**config.mk**
```make
export PLATFORM = sky130hd
export DESIGN_NAME = spi_slave_frame
export DESIGN_NICKNAME = d
export VERILOG_FILES = /design/src/rtl/spi_slave_frame.sv
export SDC_FILE = /design/constraint.sdc
export NUM_CORES = 1
export LEC_CHECK = 0
export ABC_AREA = 1
export BUFFER_PORTS_ARGS = -buffer_cell sky130_fd_sc_hd__buf_2
export CORE_UTILIZATION = 30
export CTS_CLUSTER_SIZE = 25
export DETAILED_ROUTE_END_ITERATION = 8
export GPL_TIMING_DRIVEN = 0
export SLEW_MARGIN = 30
export SYNTH_ARGS = -nofsm -noshare
export SYNTH_HDL_FRONTEND = slang
export SYNTH_SLANG_ARGS = --single-unit
```
**constraint.sdc**
```tcl
create_clock -name clk -period 1.45 [get_ports clk]
set_input_delay 0 -clock clk [delete_from_list [all_inputs] [get_ports clk]]
set_output_delay 0 -clock clk [all_outputs]
set_load 0.1 [all_outputs]
```
**src/rtl/spi_slave_frame.sv**
```systemverilog
// -----------------------------------------------------------------------------
// spi_slave_frame
//
// SPI slave that moves fixed-length frames of WIDTH bits. All SPI inputs are
// oversampled in the clk domain; clk must run at least 4x faster than sclk.
//
// Parameters
//   WIDTH : bits per frame (8..64)
//   CPOL  : sclk idle level
//   CPHA  : 0 = sample on leading edge, 1 = sample on trailing edge
//
// Ports
//   clk, rstn          : system clock, asynchronous active-low reset
//   sclk, cs_n, mosi   : SPI bus from the master (asynchronous to clk)
//   miso               : SPI data to the master (registered)
//   tx_data/tx_valid   : next frame to transmit, loaded into a holding buffer
//   tx_ready           : holding buffer is empty
//   rx_data/rx_valid   : last received frame, held until rx_ready
//   rx_ready           : consumer accepts rx_data
//   overrun            : sticky, a complete frame was dropped (rx_valid high)
//   overrun_clr        : clears overrun (a same-cycle new overrun wins)
//   frame_err          : one-cycle pulse, cs_n released mid-frame
//
// Build option
//   SPI_LSB_FIRST_EN : when defined, bit 0 is sent and received first;
//                      otherwise bit WIDTH-1 goes first.
// -----------------------------------------------------------------------------
module spi_slave_frame #(
    parameter int WIDTH = 40,
    parameter bit CPOL  = 1'b0,
    parameter bit CPHA  = 1'b0
) (
    input  logic             clk,
    input  logic             rstn,
    input  logic             sclk,
    input  logic             cs_n,
    input  logic             mosi,
    output logic             miso,
    input  logic [WIDTH-1:0] tx_data,
    input  logic             tx_valid,
    output logic             tx_ready,
    output logic [WIDTH-1:0] rx_data,
    output logic             rx_valid,
    input  logic             rx_ready,
    output logic             overrun,
    input  logic             overrun_clr,
    output logic             frame_err
);

`ifdef SPI_LSB_FIRST_EN
    localparam bit LSB_FIRST = 1'b1;
`else
    localparam bit LSB_FIRST = 1'b0;
`endif

    localparam int CW = $clog2(WIDTH + 1);

    typedef enum logic {
        IDLE,
        SHIFT
    } state_e;

    // ---------------------------------------------------------------- state
    state_e           state_q,     state_d;
    logic [CW-1:0]    cnt_q,       cnt_d;

    logic             sclk_s1_q,   sclk_s1_d;
    logic             sclk_s2_q,   sclk_s2_d;
    logic             sclk_prev_q, sclk_prev_d;
    logic             cs_s1_q,     cs_s1_d;
    logic             cs_s2_q,     cs_s2_d;
    logic             cs_prev_q,   cs_prev_d;
    logic             mosi_s1_q,   mosi_s1_d;
    logic             mosi_s2_q,   mosi_s2_d;

    logic [WIDTH-1:0] rx_sr_q,     rx_sr_d;
    logic [WIDTH-1:0] tx_sr_q,     tx_sr_d;
    logic [WIDTH-1:0] tx_buf_q,    tx_buf_d;
    logic             tx_full_q,   tx_full_d;

    logic [WIDTH-1:0] rx_data_q,   rx_data_d;
    logic             rx_valid_q,  rx_valid_d;
    logic             overrun_q,   overrun_d;
    logic             frame_err_q, frame_err_d;
    logic             miso_q,      miso_d;

    // ------------------------------------------------------ edge detection
    logic sclk_rise, sclk_fall;
    logic lead_edge, trail_edge;
    logic sample_edge, shift_edge;
    logic cs_fall;

    always_comb begin
        sclk_s1_d   = sclk;
        sclk_s2_d   = sclk_s1_q;
        sclk_prev_d = sclk_s2_q;
        cs_s1_d     = cs_n;
        cs_s2_d     = cs_s1_q;
        cs_prev_d   = cs_s2_q;
        mosi_s1_d   = mosi;
        mosi_s2_d   = mosi_s1_q;

        sclk_rise   = sclk_s2_q & ~sclk_prev_q;
        sclk_fall   = ~sclk_s2_q & sclk_prev_q;
        lead_edge   = CPOL ? sclk_fall : sclk_rise;
        trail_edge  = CPOL ? sclk_rise : sclk_fall;
        sample_edge = CPHA ? trail_edge : lead_edge;
        shift_edge  = CPHA ? lead_edge  : trail_edge;
        cs_fall     = cs_prev_q & ~cs_s2_q;
    end

    // ----------------------------------------------------- shift functions
    logic [WIDTH-1:0] rx_shifted;
    logic [WIDTH-1:0] tx_shifted;

    always_comb begin
        if (LSB_FIRST) begin
            rx_shifted = {mosi_s2_q, rx_sr_q[WIDTH-1:1]};
            tx_shifted = {1'b0, tx_sr_q[WIDTH-1:1]};
        end else begin
            rx_shifted = {rx_sr_q[WIDTH-2:0], mosi_s2_q};
            tx_shifted = {tx_sr_q[WIDTH-2:0], 1'b0};
        end
    end

    // ------------------------------------------------ FSM and datapath
    logic reload;
    logic frame_done;

    always_comb begin
        state_d     = state_q;
        cnt_d       = cnt_q;
        rx_sr_d     = rx_sr_q;
        tx_sr_d     = tx_sr_q;
        tx_buf_d    = tx_buf_q;
        tx_full_d   = tx_full_q;
        rx_data_d   = rx_data_q;
        rx_valid_d  = rx_valid_q;
        overrun_d   = overrun_q;
        frame_err_d = 1'b0;
        reload      = 1'b0;
        frame_done  = 1'b0;

        // Consumer handshake and sticky-flag clear; a completing frame below
        // may override both in the same cycle.
        if (rx_valid_q && rx_ready) begin
            rx_valid_d = 1'b0;
        end
        if (overrun_clr) begin
            overrun_d = 1'b0;
        end

        // Holding buffer load; only possible while empty, so it never
        // collides with a transfer into the shift register.
        if (tx_valid && !tx_full_q) begin
            tx_buf_d  = tx_data;
            tx_full_d = 1'b1;
        end

        unique case (state_q)
            IDLE: begin
                cnt_d = '0;
                if (cs_fall) begin
                    state_d = SHIFT;
                    reload  = 1'b1;
                end
            end

            SHIFT: begin
                if (cs_s2_q) begin
                    state_d = IDLE;
                    cnt_d   = '0;
                    rx_sr_d = '0;
                    if (cnt_q != '0) begin
                        frame_err_d = 1'b1;
                    end
                end else begin
                    // A shift edge with the counter at 0 is either the
                    // trailing edge that closes the previous frame (CPHA=0)
                    // or the first leading edge (CPHA=1); in both cases the
                    // current first bit must stay on miso.
                    if (shift_edge && (cnt_q != '0)) begin
                        tx_sr_d = tx_shifted;
                    end
                    if (sample_edge) begin
                        rx_sr_d = rx_shifted;
                        if (cnt_q == CW'(WIDTH - 1)) begin
                            frame_done = 1'b1;
                            reload     = 1'b1;
                            cnt_d      = '0;
                        end else begin
                            cnt_d = cnt_q + CW'(1);
                        end
                    end
                end
            end

            default: begin
                state_d = IDLE;
            end
        endcase

        // Frame delivery: accepted when the slot is free or being freed
        // this very cycle; otherwise the new frame is dropped.
        if (frame_done) begin
            if (!rx_valid_q || rx_ready) begin
                rx_data_d  = rx_sr_d;
                rx_valid_d = 1'b1;
            end else begin
                overrun_d = 1'b1;
            end
        end

        if (reload) begin
            if (tx_full_q) begin
                tx_sr_d   = tx_buf_q;
                tx_full_d = 1'b0;
            end else begin
                tx_sr_d = '0;
            end
        end

        if (state_d == SHIFT) begin
            miso_d = LSB_FIRST ? tx_sr_d[0] : tx_sr_d[WIDTH-1];
        end else begin
            miso_d = 1'b0;
        end
    end

    // ----------------------------------------------------------- registers
    always_ff @(posedge clk or negedge rstn) begin
        if (!rstn) begin
            state_q     <= IDLE;
            cnt_q       <= '0;
            sclk_s1_q   <= 1'b0;
            sclk_s2_q   <= 1'b0;
            sclk_prev_q <= 1'b0;
            cs_s1_q     <= 1'b0;
            cs_s2_q     <= 1'b0;
            cs_prev_q   <= 1'b0;
            mosi_s1_q   <= 1'b0;
            mosi_s2_q   <= 1'b0;
            rx_sr_q     <= '0;
            tx_sr_q     <= '0;
            tx_buf_q    <= '0;
            tx_full_q   <= 1'b0;
            rx_data_q   <= '0;
            rx_valid_q  <= 1'b0;
            overrun_q   <= 1'b0;
            frame_err_q <= 1'b0;
            miso_q      <= 1'b0;
        end else begin
            state_q     <= state_d;
            cnt_q       <= cnt_d;
            sclk_s1_q   <= sclk_s1_d;
            sclk_s2_q   <= sclk_s2_d;
            sclk_prev_q <= sclk_prev_d;
            cs_s1_q     <= cs_s1_d;
            cs_s2_q     <= cs_s2_d;
            cs_prev_q   <= cs_prev_d;
            mosi_s1_q   <= mosi_s1_d;
            mosi_s2_q   <= mosi_s2_d;
            rx_sr_q     <= rx_sr_d;
            tx_sr_q     <= tx_sr_d;
            tx_buf_q    <= tx_buf_d;
            tx_full_q   <= tx_full_d;
            rx_data_q   <= rx_data_d;
            rx_valid_q  <= rx_valid_d;
            overrun_q   <= overrun_d;
            frame_err_q <= frame_err_d;
            miso_q      <= miso_d;
        end
    end

    // ------------------------------------------------------------- outputs
    assign miso      = miso_q;
    assign tx_ready  = ~tx_full_q;
    assign rx_data   = rx_data_q;
    assign rx_valid  = rx_valid_q;
    assign overrun   = overrun_q;
    assign frame_err = frame_err_q;

endmodule

```
# Word-level counts from Yosys, hierarchy flattened
# Cells that the tools add are included.
[totals]
register_bits = 180
inputBits = 48
output_inout_bits = 45
wordCells = 76
[op_classes]
add_sub_neg = 1
n_eq_ne = 3
n_mux = 33
bitwise_logic = 8
reduce_logical = 11
[ops]
columns = ["op", "count"]
rows = [
  ["$mux 40", 8],
  ["$mux 1", 19],
  ["$mux 6", 3],
  ["$pmux 6 s2", 1],
  ["$add 6x1->6 const B", 1],
  ["$eq 6x6->1 const B", 1],
  ["$reduce_bool 6->1", 1],
  ["$not 1->1", 5],
  ["$pmux 1 s2", 2],
  ["$reduce_bool 2->1", 2],
  ["$and 1x1->1", 3],
  ["$logic_and 1x1->1", 3],
  ["$ne 3x1->1 const B", 1],
  ["$reduce_and 3->1", 1],
  ["$logic_not 1->1", 2],
  ["$ne 2x1->1 const B", 1],
  ["$reduce_and 2->1", 1],
  ["$logic_or 1x1->1", 1],
]

# Longest topological paths before layout
# Gate-level depths: netlist (run 1).
[depth]
depth_word = 8
mapped_depth = 10

# Least setup slack after synthesis (run 1)
# No wires, ideal clock.
[synth_timing]
kind = "reg-to-reg"
from = "reg tx_full_q"
to = "reg tx_buf_q[11]"
arrival_ns = 1.852
required_ns = 1.322
slack_ns = -0.529
stages_incl_launch_ff = 6
path_buffers = 2
period_less_slack_ns = 1.979
path_cell_list = "dfrtp_1 clkbuf_1 inv_1 nand2_1 buf_2 mux2_1"
[synth_between]
elab_chain_cells = 2
[synth_lines]
columns = ["element", "line", "text"]
rows = [
  ["start, declared", "79", "logic tx_full_q, tx_full_d;"],
  ["start signal, assigned", "266", "tx_full_q <= tx_full_d;"],
  ["$logic_not 1->1", "155", "if (tx_valid && !tx_full_q) begin"],
  ["$logic_and 1x1->1", "155", ""],
  ["end signal, assigned", "265", "tx_buf_q <= tx_buf_d;"],
  ["end, declared", "78", "logic [WIDTH-1:0] tx_buf_q, tx_buf_d;"],
]
# Every way passes these cells.
# A chain may end at the register's enable or synchronous reset.

# Final worst setup path (run 1)
[layout_timing]
from = "reg cnt_q[0]"
to = "reg rx_data_q[29], in the netlist rx_data[29]"
[layout_between]
elab_chain_cells = 6
[layout_lines]
columns = ["element", "line", "text"]
rows = [
  ["start, declared", "65", "logic [CW-1:0] cnt_q, cnt_d;"],
  ["start signal, assigned", "254", "cnt_q <= cnt_d;"],
  ["$eq 6x6->1", "187", "if (cnt_q == CW'(WIDTH - 1)) begin"],
  ["$mux 1", "187", ""],
  ["$mux 1", "185", "if (sample_edge) begin"],
  ["$mux 1", "170", "if (cs_s2_q) begin"],
  ["$mux 1", "160", "unique case (state_q)"],
  ["$reduce_and 2->1 (no line)", "--", ""],
  ["end signal, assigned", "267", "rx_data_q <= rx_data_d;"],
  ["end, declared", "81", "logic [WIDTH-1:0] rx_data_q, rx_data_d;"],
]
# Every way passes these cells.

==> summary.txt, run 1 <==
Routing
  – Vias per inst: 4.58
  – Antenna-violating nets left: 0
  – Final wirelength: 16.5 mm
  – Initial DRC count: 301
  – Drt pass-1 iters: 5
  – DRC viols: 0
  – DR vias: between 5k and 6k
  – WL per Instance: 14.2 um

Layout
  – Area Growth Syn to Fin: 48.3%
  – Most common cell after layout, fill and taps aside: dfrtp_1
  – Commonest cells after routing, fill and taps aside: 179 x dfrtp_1, 90 x buf_2, 78 x nand2_1, 53 x nand3_2, 52 x inv_1
  – Layout Cells excl Fill: 1,162
  – N_diodes: 0
  – Layout filler cell count: roughly 2.0k
  – Layout net count: between 800 and 900
  – Final Util: 45.7%
  – Design area: 10,400 um^2
  – Share of cells above drive strength 1: about 48%

Flow run
  – Total of max-cap violations: 0

Worst setup path
  – Worst R2R Start: cnt_q[0]$_DFFE_PN0P_
  – WP depth: 11
  – Critical Path RT: 1.76 ns
  – Delay-heaviest family, CP: simple AND/OR/NAND/NOR gates
  – Crit path launch: cnt_q[0]$_DFFE_PN0P_
  – Critical R2R Capture: rx_data[29]$_DFFE_PN0P_
  – CP max FO: 5
  – R2r setup slk: -0.27 ns
  – Slowest cell delay on critical path: 0.39 ns
  – Kind of critical path: reg2reg
  – Cell repeated most along the worst path: nand2_2
  – Crit start category: register
  – Setup crit end kind: register
  – Buf/Inv on CP: 3
  – Crit path DAT: 2.04 ns
  – Cells along the critical path: ha_2 -> nand2_2 -> nor2_2 -> nand2_2 -> nor2_4 -> buf_12 -> buf_8 -> nand2_8 -> buf_6 -> nand2_1 -> o21ai_1
  – CP max-delay cell: dfrtp_1
  – Register-to-Register Path Depth: 11

STA
  – Setup TNS: -17.33 ns
  – Setup-failing EPs final: 84
  – Post-route clock period utilization: 119%
  – Hold slack final: between 0.05 and 0.06 ns
  – Peak Freq: approximately 0.58 GHz
  – Setup ws final: -0.273 ns
  – Period minus WS final: 1.72 ns
  – Slew HR: between 40 and 50%
  – Slew Limit Fails: 0
  – Worst slew pin tran: roughly 0.84 ns
  – Final worst clock skew: 0.00974 ns
  – Fin. Hold Viols: 0
  – RSZ-0062 raised after global routing: true

Global routing
  – First-pass GRT wire length: 26.2 mm
  – Total GRT Usage: 13.8%
  – Vias in the first global route: ~5.2k
  – Initial antenna violation count: 0
  – Overflow after GRT: 0
  – Largest net degree at the start of global routing: 75

Outcome
  – Failing checks: negative setup slack
  – Status: complete, but fails checks

Floorplanning
  – Die width: 155 um
  – Rows: 55
  – IO Pins: 93
  – Core area: 22,800 um^2
  – Area of the die: 24,000 um^2
  – Effective utilization at floorplan: 30.8%
  – Die Y: 155 um

Clock network
  – H-tree level count: 4
  – Worst skew pair latency: 0.43 ns
  – CTS tree: yes
  – Clock slew at reported path FFs: 0.07 ns
  – Sink Count: 180
  – Maximum buffer depth of the clock tree: 2
  – Clock Tree Root: clkbuf_16
  – Num CTS Buffers: 17

Synth
  – Post-Synthesis Cells: 649
  – Synth Cell Area: 7010 um^2
  – Post-Syn Nets: 699
  – Synthesis warning total: 0
  – Post-Syn Area per Cell: 10.8 um^2
  – Sequential share of the synthesized area: between 60% and 70%
  – Yosys reg bits: 180
  – Biggest area consumer among synthesized cells: dfrtp_1
  – Post-synth cell types: 24
  – Top-area cell type share of the netlist area: 64.3%
  – Synth top area cells: dfrtp_1 64%, nand2_1 7.4%, mux2_2 6.1%, nand3_1 5.9%, a22oi_1 4.3%

Place
  – DP Area: approximately 8000 um^2
  – Post-DP HPWL: 9.66 mm
  – Port buffer count: roughly 90
  – GP Congestion: roughly 0.77
  – Pre-CTS setup slack: -0.284 ns
  – # placed instances: 1,056

Min path
  – Hold Crit Class: in2async

Power
  – PwrDens: 1390 nW/um^2
  – Peak supply drop: 0.00130 V
  – Design Power: ~14 mW
  – Leakage: 5.19 nW
-- where the power goes --
group | leakage, nW | internal (mW) | total, mW | switching, mW
Sequential | 2.36 | 6.12 | 6.94 | 0.819
Clock | 0.293 | 2.74 | 4.75 | 2.01
Combinational | 2.54 | 1.39 | 2.74 | 1.35
-- Yosys cell counts --
cell,instances
a22oi_1,40
nand2_1,139
ha_1,2
buf_2,22
inv_2,2
buf_4,1
nor2_1,13
mux2_2,38
xor2_1,2
nand3_1,83
clkbuf_2,2
dfrtp_1,180
mux2_1,2
xnor2_1,2
clkbuf_1,8
nor3_1,1
nand2_2,2
o21ai_1,32
nor2_2,3
buf_6,4
o21bai_4,1
o22ai_1,2
inv_1,55
o21ai_0,13
-- cell type report --
class | count | area, um^2 | share of cell area (%)
Tap cell | 313 | 392 | 3.77
Clock inverter | 13 | 175 | 1.68
Clock buffer | 18 | 429 | 4.13
Sequential cell | 180 | 4510 | 43.3
Buffer | 36 | 359 | 3.45
Multi-Input combinational cell | 376 | 2950 | 28.4
Inverter | 57 | 220 | 2.12
Timing Repair Buffer | 169 | 1370 | 13.1
-- what timing repair did --
item | 4_1_cts | 5_1_grt
cloned | 8 | 3
pin swaps | 6 | 39
setup endpoints to repair | 126 | 128
setup buffers | 9 | 11
hold endpoints to repair | 225 | 0
gates resized for setup | 139 | 134
hold buffers | 47 | 0
-- routing by layer --
layer,up-vias,GRT usage [%],part of all wire [%]
li1,2556,-,-
met1,2634,18.6,47
met2,121,22.1,48
met3,16,3.29,3.7
met4,0,3.77,1.1
met5,-,0,0
-- cells by family after synthesis --
family | share of synthesized area [%]
adders and majority gates | 0.357
and+or+nand+nor | 14.6
xor gates and xnor gates | 0.500
buffers and inverters | 5.94
AOI/OAI and AO/OA | 7.94
muxes | 6.43
DFF | 64.3
-- sequential cells by signal, summed over array words and instances (netlist names) --
name         flops
cnt_q            6
cs_prev_d        1
cs_prev_q        1
cs_s1_q          1
frame_err        1
miso             1
mosi_s1_q        1
mosi_s2_q        1
overrun          1
rx_data         40
rx_sr_q         40
rx_valid         1
sclk_prev_d      1
sclk_prev_q      1
sclk_s1_q        1
state_q          1
tx_buf_q        40
tx_full_q        1
tx_sr_q         40
-- worst max path at each step --
| stage | to | slack, ns |
|---|---|---|
| floorplan | tx_buf_q[0]$_DFFE_PN0P_ | -0.31 |
| global placement | rx_valid$_DFF_PN0_ | -2.86 |
| detailed placement | cnt_q[5]$_DFFE_PN0P_ | -0.28 |
| CTS | tx_sr_q[17]$_DFFE_PN0P_ | -0.23 |
| global route | rx_data[29]$_DFFE_PN0P_ | -0.37 |
| finish | rx_data[29]$_DFFE_PN0P_ | -0.27 |
(Power assumes the default switching activity.)
==> inputs of run 2 (changes only) <==
==> constraint.sdc (replaced) <==
create_clock -name clk -period 1.45 [get_ports clk]
set_input_delay 0.29 -clock clk [delete_from_list [all_inputs] [get_ports clk]]
set_output_delay 0.29 -clock clk [all_outputs]
set_load 0.1 [all_outputs]
==> summary.txt, run 2 (synthesis gave the netlist of run 1 again) <==
Outcome
  – Status: complete, but fails checks
  – Failing checks: negative setup slack

Floorplanning
  – Die Y: 155 um (unchanged)
  – Area of the die: 24,000 um^2 (unchanged)
  – Die width: 155 um (unchanged)
  – Effective utilization at floorplan: 30.8% (unchanged)
  – Core area: 22,800 um^2 (unchanged)
  – Rows: 55 (unchanged)
  – IO Pins: 93 (unchanged)

Clock network
  – H-tree level count: 4 (unchanged)
  – Clock Tree Root: clkbuf_16
  – Worst skew pair latency: 0.43 ns (about the same)
  – Clock slew at reported path FFs: 0.07 ns (about the same)
  – Num CTS Buffers: 17 (unchanged)
  – Sink Count: 180 (unchanged)
  – Maximum buffer depth of the clock tree: 2 (unchanged)
  – CTS tree: yes

Worst setup path
  – Cells along the critical path: ha_2 -> nand2_2 -> nor2_2 -> nand2_2 -> nor2_4 -> buf_12 -> buf_8 -> nand2_8 -> buf_6 -> nand2_1 -> o21ai_1
  – Crit start category: register
  – Setup crit end kind: register
  – Crit path DAT: 2.04 ns (about the same)
  – CP max-delay cell: dfrtp_1
  – Buf/Inv on CP: 3 (unchanged)
  – Cell repeated most along the worst path: nand2_2
  – CP max FO: 5 (unchanged)
  – Delay-heaviest family, CP: simple AND/OR/NAND/NOR gates
  – Crit path launch: cnt_q[0]$_DFFE_PN0P_
  – Slowest cell delay on critical path: 0.39 ns (about the same)
  – Kind of critical path: reg2reg
  – Critical Path RT: 1.77 ns (about the same)
  – Worst R2R Start: cnt_q[0]$_DFFE_PN0P_

STA
  – Fin. Hold Viols: 0 (unchanged)
  – Slew Limit Fails: 0 (unchanged)
  – Setup TNS: -17.48 ns (-0.151 ns)
  – Setup-failing EPs final: 85 (+1.2%)
  – Period minus WS final: 1.73 ns (+0.00256 ns)
  – Final worst clock skew: 0.00987 ns (+0.000130 ns)
  – Hold slack final: 0.0417 ns (-0.0157 ns)
  – Peak Freq: 0.580 GHz (-0.15%)
  – Slew HR: 44.3% (about the same)
  – RSZ-0062 raised after global routing: true
  – Setup ws final: -0.276 ns (-0.00256 ns)
  – Worst slew pin tran: 0.835 ns (+0.000396 ns)
  – Post-route clock period utilization: 119% (+0.18 points)

Layout
  – Area Growth Syn to Fin: 44.1%
  – Most common cell after layout, fill and taps aside: dfrtp_1
  – N_diodes: 0 (unchanged)
  – Layout net count: 845 (-4.7%)
  – Commonest cells after routing, fill and taps aside: 179 x dfrtp_1, 79 x nand2_1, 63 x buf_4, 53 x nand3_2, 52 x inv_1
  – Share of cells above drive strength 1: 50.7% (+2.5 points)

Power
  – PwrDens: 1420 nW/um^2 (+2.6%)
  – Peak supply drop: 0.00132 V (+1.3%)
  – Design Power: 14.4 mW (-0.37%)
  – Leakage: 5.01 nW (-3.4%)

Routing
  – Final wirelength: 16.0 mm (-3.3%)
  – WL per Instance: 14.3 um (+0.33%)
  – Vias per inst: 4.62 (+0.83%)
  – Initial DRC count: 298 (-1.0%)
  – Drt pass-1 iters: 4 (-1)
  – DRC viols: 0 (unchanged)
  – Antenna-violating nets left: 0 (unchanged)
  – DR vias: 5,177 (-2.8%)

Place
  – Post-DP HPWL: 9.66 mm (unchanged)
  – GP Congestion: 0.769 (unchanged)
  – Port buffer count: 92 (unchanged)

Global routing
  – First-pass GRT wire length: 25.4 mm (-3.2%)
  – Vias in the first global route: 5,055 (-3.0%)
  – Largest net degree at the start of global routing: 75 (unchanged)
  – Total GRT Usage: 13.3% (-0.45 points)
  – Overflow after GRT: 0 (unchanged)
  – Initial antenna violation count: 0 (unchanged)

Min path
  – Hold Startpoint: overrun_clr
  – Hold Crit Class: in2reg

Flow run
  – Total of max-cap violations: 0 (unchanged)
[run 2: cell type report]
cell class	count	area, um^2
Buffer	36	357
Clock buffer	18	429
Clock inverter	13	175
Fill cell	2089	12700
Inverter	57	220
Multi-Input combinational cell	376	2950
Sequential cell	180	4510
Tap cell	313	392
Timing Repair Buffer	127	1070
[run 2: worst reg2reg max path, stage by stage (launching register included)]
cell and delay [ns]:
dfrtp_1 0.39, ha_2 0.21, nand2_2 0.06, nor2_2 0.10, nand2_2 0.11, nor2_4 0.16, buf_12 0.13, buf_8 0.11
nand2_8 0.07, buf_6 0.16, nand2_1 0.06, o21ai_1 0.06
[run 2: per-layer routing]
| metal | track usage [%] | wire [um] |
|---|---|---|
| met1 | 18.4 | 7650 |
| met2 | 20.8 | 7500 |
| met3 | 3.20 | 583 |
| met4 | 3.77 | 233 |
| met5 | 0 | 0 |
[run 2: metrics by stage]
step | instance area [um^2] | setup slack [ns] | std cells | util [%]
4_1_cts | 9390 | -0.235 | 1107 | 41.2
3_5_place_dp | 8000 | -0.284 | 1056 | 35.1
5_1_grt | 10100 | -0.371 | 1120 | 44.4
2_1_floorplan | 7080 | -0.308 | 649 | -
3_3_place_gp | 7930 | -3.15 | 1054 | 34.8
6_report | 10100 | -0.276 | 1120 | 44.4
[run 2: power breakdown]
group          internal (mW)  switching (mW)  leakage (nW)
sequential              6.12           0.814          2.36
combinational           1.36            1.33          2.36
clock                   2.74            2.01         0.293
[run 2: final timing paths]
kind                            slack, ns                      end  cells past startpoint
worst min-delay path                 0.04        overrun$_DFF_PN0_                      2
max in group asynchronous            0.40     rx_sr_q[3]$_DFF_PN0_                      3
worst max register to register      -0.28  rx_data[29]$_DFFE_PN0P_                     11
min in group asynchronous            0.35  rx_data[33]$_DFFE_PN0P_                      2
worst min register to register       0.35      cs_prev_d$_DFF_PN0_                      0
worst max-delay path                -0.28  rx_data[29]$_DFFE_PN0P_                     11
[run 2: repair_timing]
action | 4_1_cts | 5_1_grt
setup buffers | 9 | 11
resized for setup | 187 | 134
gates cloned | 8 | 3
pin swaps | 6 | 39
hold buffers | 4 | 0
endpoints found under the hold margin | 51 | 0
setup endpoints to repair | 170 | 135
==> inputs of run 3 (changes only) <==
- BUFFER_PORTS_ARGS: -buffer_cell sky130_fd_sc_hd__buf_2 -> default
- DONT_BUFFER_PORTS: default -> 1
==> summary.txt, run 3 (synthesis gave the netlist of run 1 again) <==
Outcome
  – Status: complete, but fails checks
  – Failing checks: negative hold slack, negative setup slack

Layout
  – Layout net count: 793 (-6.2%)
  – Multi-input logic area: 3150 um^2 (+6.7%)
  – Commonest cells after routing, fill and taps aside: 134 x dfrtp_1, 74 x nand2_1, 64 x nand3_2, 49 x inv_1
  – Area Growth Syn to Fin: 46.5%
  – Layout filler cell count: 1,983 (-5.1%)
  – Design area: 10,300 um^2 (+1.6%)
  – Share of cells above drive strength 1: 53.2% (+2.5 points)
  – Sequential cell area: 4600 um^2 (+2.0%)
  – Most common cell after layout, fill and taps aside: dfrtp_1

Global routing
  – Vias in the first global route: 5,100 (+0.89%)
  – First-pass GRT wire length: 26.2 mm (+3.5%)
  – Largest net degree at the start of global routing: 181 (+140%)
  – Overflow after GRT: 0 (unchanged)
  – Total GRT Usage: 13.9% (+0.54 points)
  – Initial antenna violation count: 4 (+4)

STA
  – RSZ-0062 raised after global routing: true
  – Slew Limit Fails: 0 (unchanged)
  – Fin. Hold Viols: 180 (+180)
  – Slew HR: 37.2% (-7.1 points)
  – Setup-failing EPs final: 124 (+46%)
  – Post-route clock period utilization: 127% (+8.0 points)
  – Period minus WS final: 1.84 ns (+0.116 ns)
  – Peak Freq: 0.543 GHz (-6.3%)
  – Setup ws final: -0.392 ns (-0.116 ns)
  – Final worst clock skew: 0.0111 ns (+0.00125 ns)
  – Hold slack final: -0.444 ns (-0.485 ns)
  – Worst slew pin tran: 0.942 ns (+0.106 ns)

Clock network
  – CTS tree: yes
  – Sink Count: 180 (unchanged)
  – H-tree level count: 4 (unchanged)
  – Clock Tree Root: clkbuf_16
  – Clock slew at reported path FFs: 0.07 ns (about the same)
  – Maximum buffer depth of the clock tree: 2 (unchanged)
  – Num CTS Buffers: 17 (unchanged)
  – Worst skew pair latency: 0.42 ns (about the same)

Worst setup path
  – Worst R2R Start: tx_full_q$_DFF_PN0_
  – Critical Path RT: 1.76 ns (about the same)
  – Kind of critical path: reg2reg
  – Crit path launch: tx_full_q$_DFF_PN0_
  – Crit start category: register
  – Crit path DAT: 2.15 ns (+0.11 ns)
  – CP max FO: 10 (+5)
  – Setup crit end kind: register

Routing
  – WL per Instance: 15.3 um (+7.6%)
  – Final wirelength: 16.4 mm (+2.9%)
  – Drt pass-1 iters: 4 (unchanged)
  – DR vias: 4,994 (-3.5%)
  – DRC viols: 0 (unchanged)
  – Antenna-violating nets left: 0 (unchanged)
  – Vias per inst: 4.66 (+0.78%)
  – Initial DRC count: 271 (-9.1%)

Floorplanning
  – Effective utilization at floorplan: 30.8% (unchanged)
  – Die width: 155 um (unchanged)
  – Rows: 55 (unchanged)
  – IO Pins: 93 (unchanged)
  – Die Y: 155 um (unchanged)
  – Area of the die: 24,000 um^2 (unchanged)
  – Core area: 22,800 um^2 (unchanged)

Min path
  – Hold Crit Class: in2async

Power
  – Design Power: 14.4 mW (about the same)
  – Leakage: 4.78 nW (-4.6%)
  – Peak supply drop: 0.00107 V (-19%)
  – PwrDens: 1400 nW/um^2 (-1.7%)

Flow run
  – Total of max-cap violations: 0 (unchanged)

Place
  – Post-DP HPWL: 9.23 mm (-4.4%)
  – DP Area: 7470 um^2 (-6.6%)
  – GP Congestion: 0.756 (-1.7%)
  – Port buffer count: 0 (-100%)
-- run 3: critical path, cell delays in order, from the launching register on --
cell and delay, ns:
dfrtp_1 0.34, clkbuf_8 0.13, clkinvlp_4 0.44, nand2_4 0.27, buf_6 0.19, mux2_2 0.35
-- run 3: timing repair --
item,4_1_cts,5_1_grt
hold buffers,20,13
cloned,11,1
setup buffers,23,15
endpoints found under the hold margin,200,193
pin swaps,61,34
gates resized for setup,239,161
setup endpoints to repair,209,170
-- run 3: worst paths after layout --
path	end	slack, ns	cells past startpoint
max in group asynchronous	tx_buf_q[5]$_DFFE_PN0P_	1.62	0
min in group clk	tx_buf_q[14]$_DFFE_PN0P_	0.01	1
min	rx_sr_q[32]$_DFF_PN0_	-0.44	0
max	tx_buf_q[4]$_DFFE_PN0P_	-0.39	5
min reg2reg	sclk_prev_d$_DFF_PN0_	0.36	0
max reg2reg	tx_buf_q[4]$_DFFE_PN0P_	-0.39	5
-- run 3: layout make-up --
| class | instances | share of cell area, % |
|---|---|---|
| flip-flops and latches | 180 | 44.8 |
| multi-input cells | 376 | 30.7 |
| repair buffers | 77 | 8.92 |
| clock buffers | 19 | 4.41 |
| well taps | 313 | 3.81 |
| plain buffers | 34 | 3.72 |
| inverters | 57 | 2.17 |
| clock inverters | 13 | 1.45 |
| diodes | 3 | 0.0731 |
-- run 3: power breakdown --
| group | internal [mW] | switching [mW] | total, mW |
|---|---|---|---|
| registers | 6.12 | 0.926 | 7.05 |
| logic | 1.40 | 1.23 | 2.63 |
| clock network | 2.66 | 2.02 | 4.68 |
| total | 10.2 | 4.18 | 14.4 |
-- run 3: metal layers --
metal / routed length [um] / part of all wire [%] / up-vias / track usage (%)
li1: - / - / 2369 / -
met1: 7280 / 44 / 2510 / 17.5
met2: 8160 / 50 / 104 / 22.7
met3: 905 / 5.5 / 9 / 4.87
met4: 89 / 0.54 / 2 / 3.21
met5: 13 / 0.079 / - / 0
-- run 3: metrics by stage --
step / setup slack (ns) / utilization, % / instances / hold slack [ns] / setup TNS [ns]
2_1_floorplan: -0.308 / - / 649 / -0.00559 / -12.60
3_3_place_gp: -0.414 / 32.8 / 962 / -0.00228 / -38.76
3_5_place_dp: -0.437 / 32.8 / 962 / -0.00238 / -38.50
4_1_cts: -0.395 / 41.6 / 1047 / -0.463 / -32.16
5_1_grt: -0.449 / 45.1 / 1070 / -0.472 / -41.05
6_report: -0.392 / 45.1 / 1072 / -0.444 / -31.78
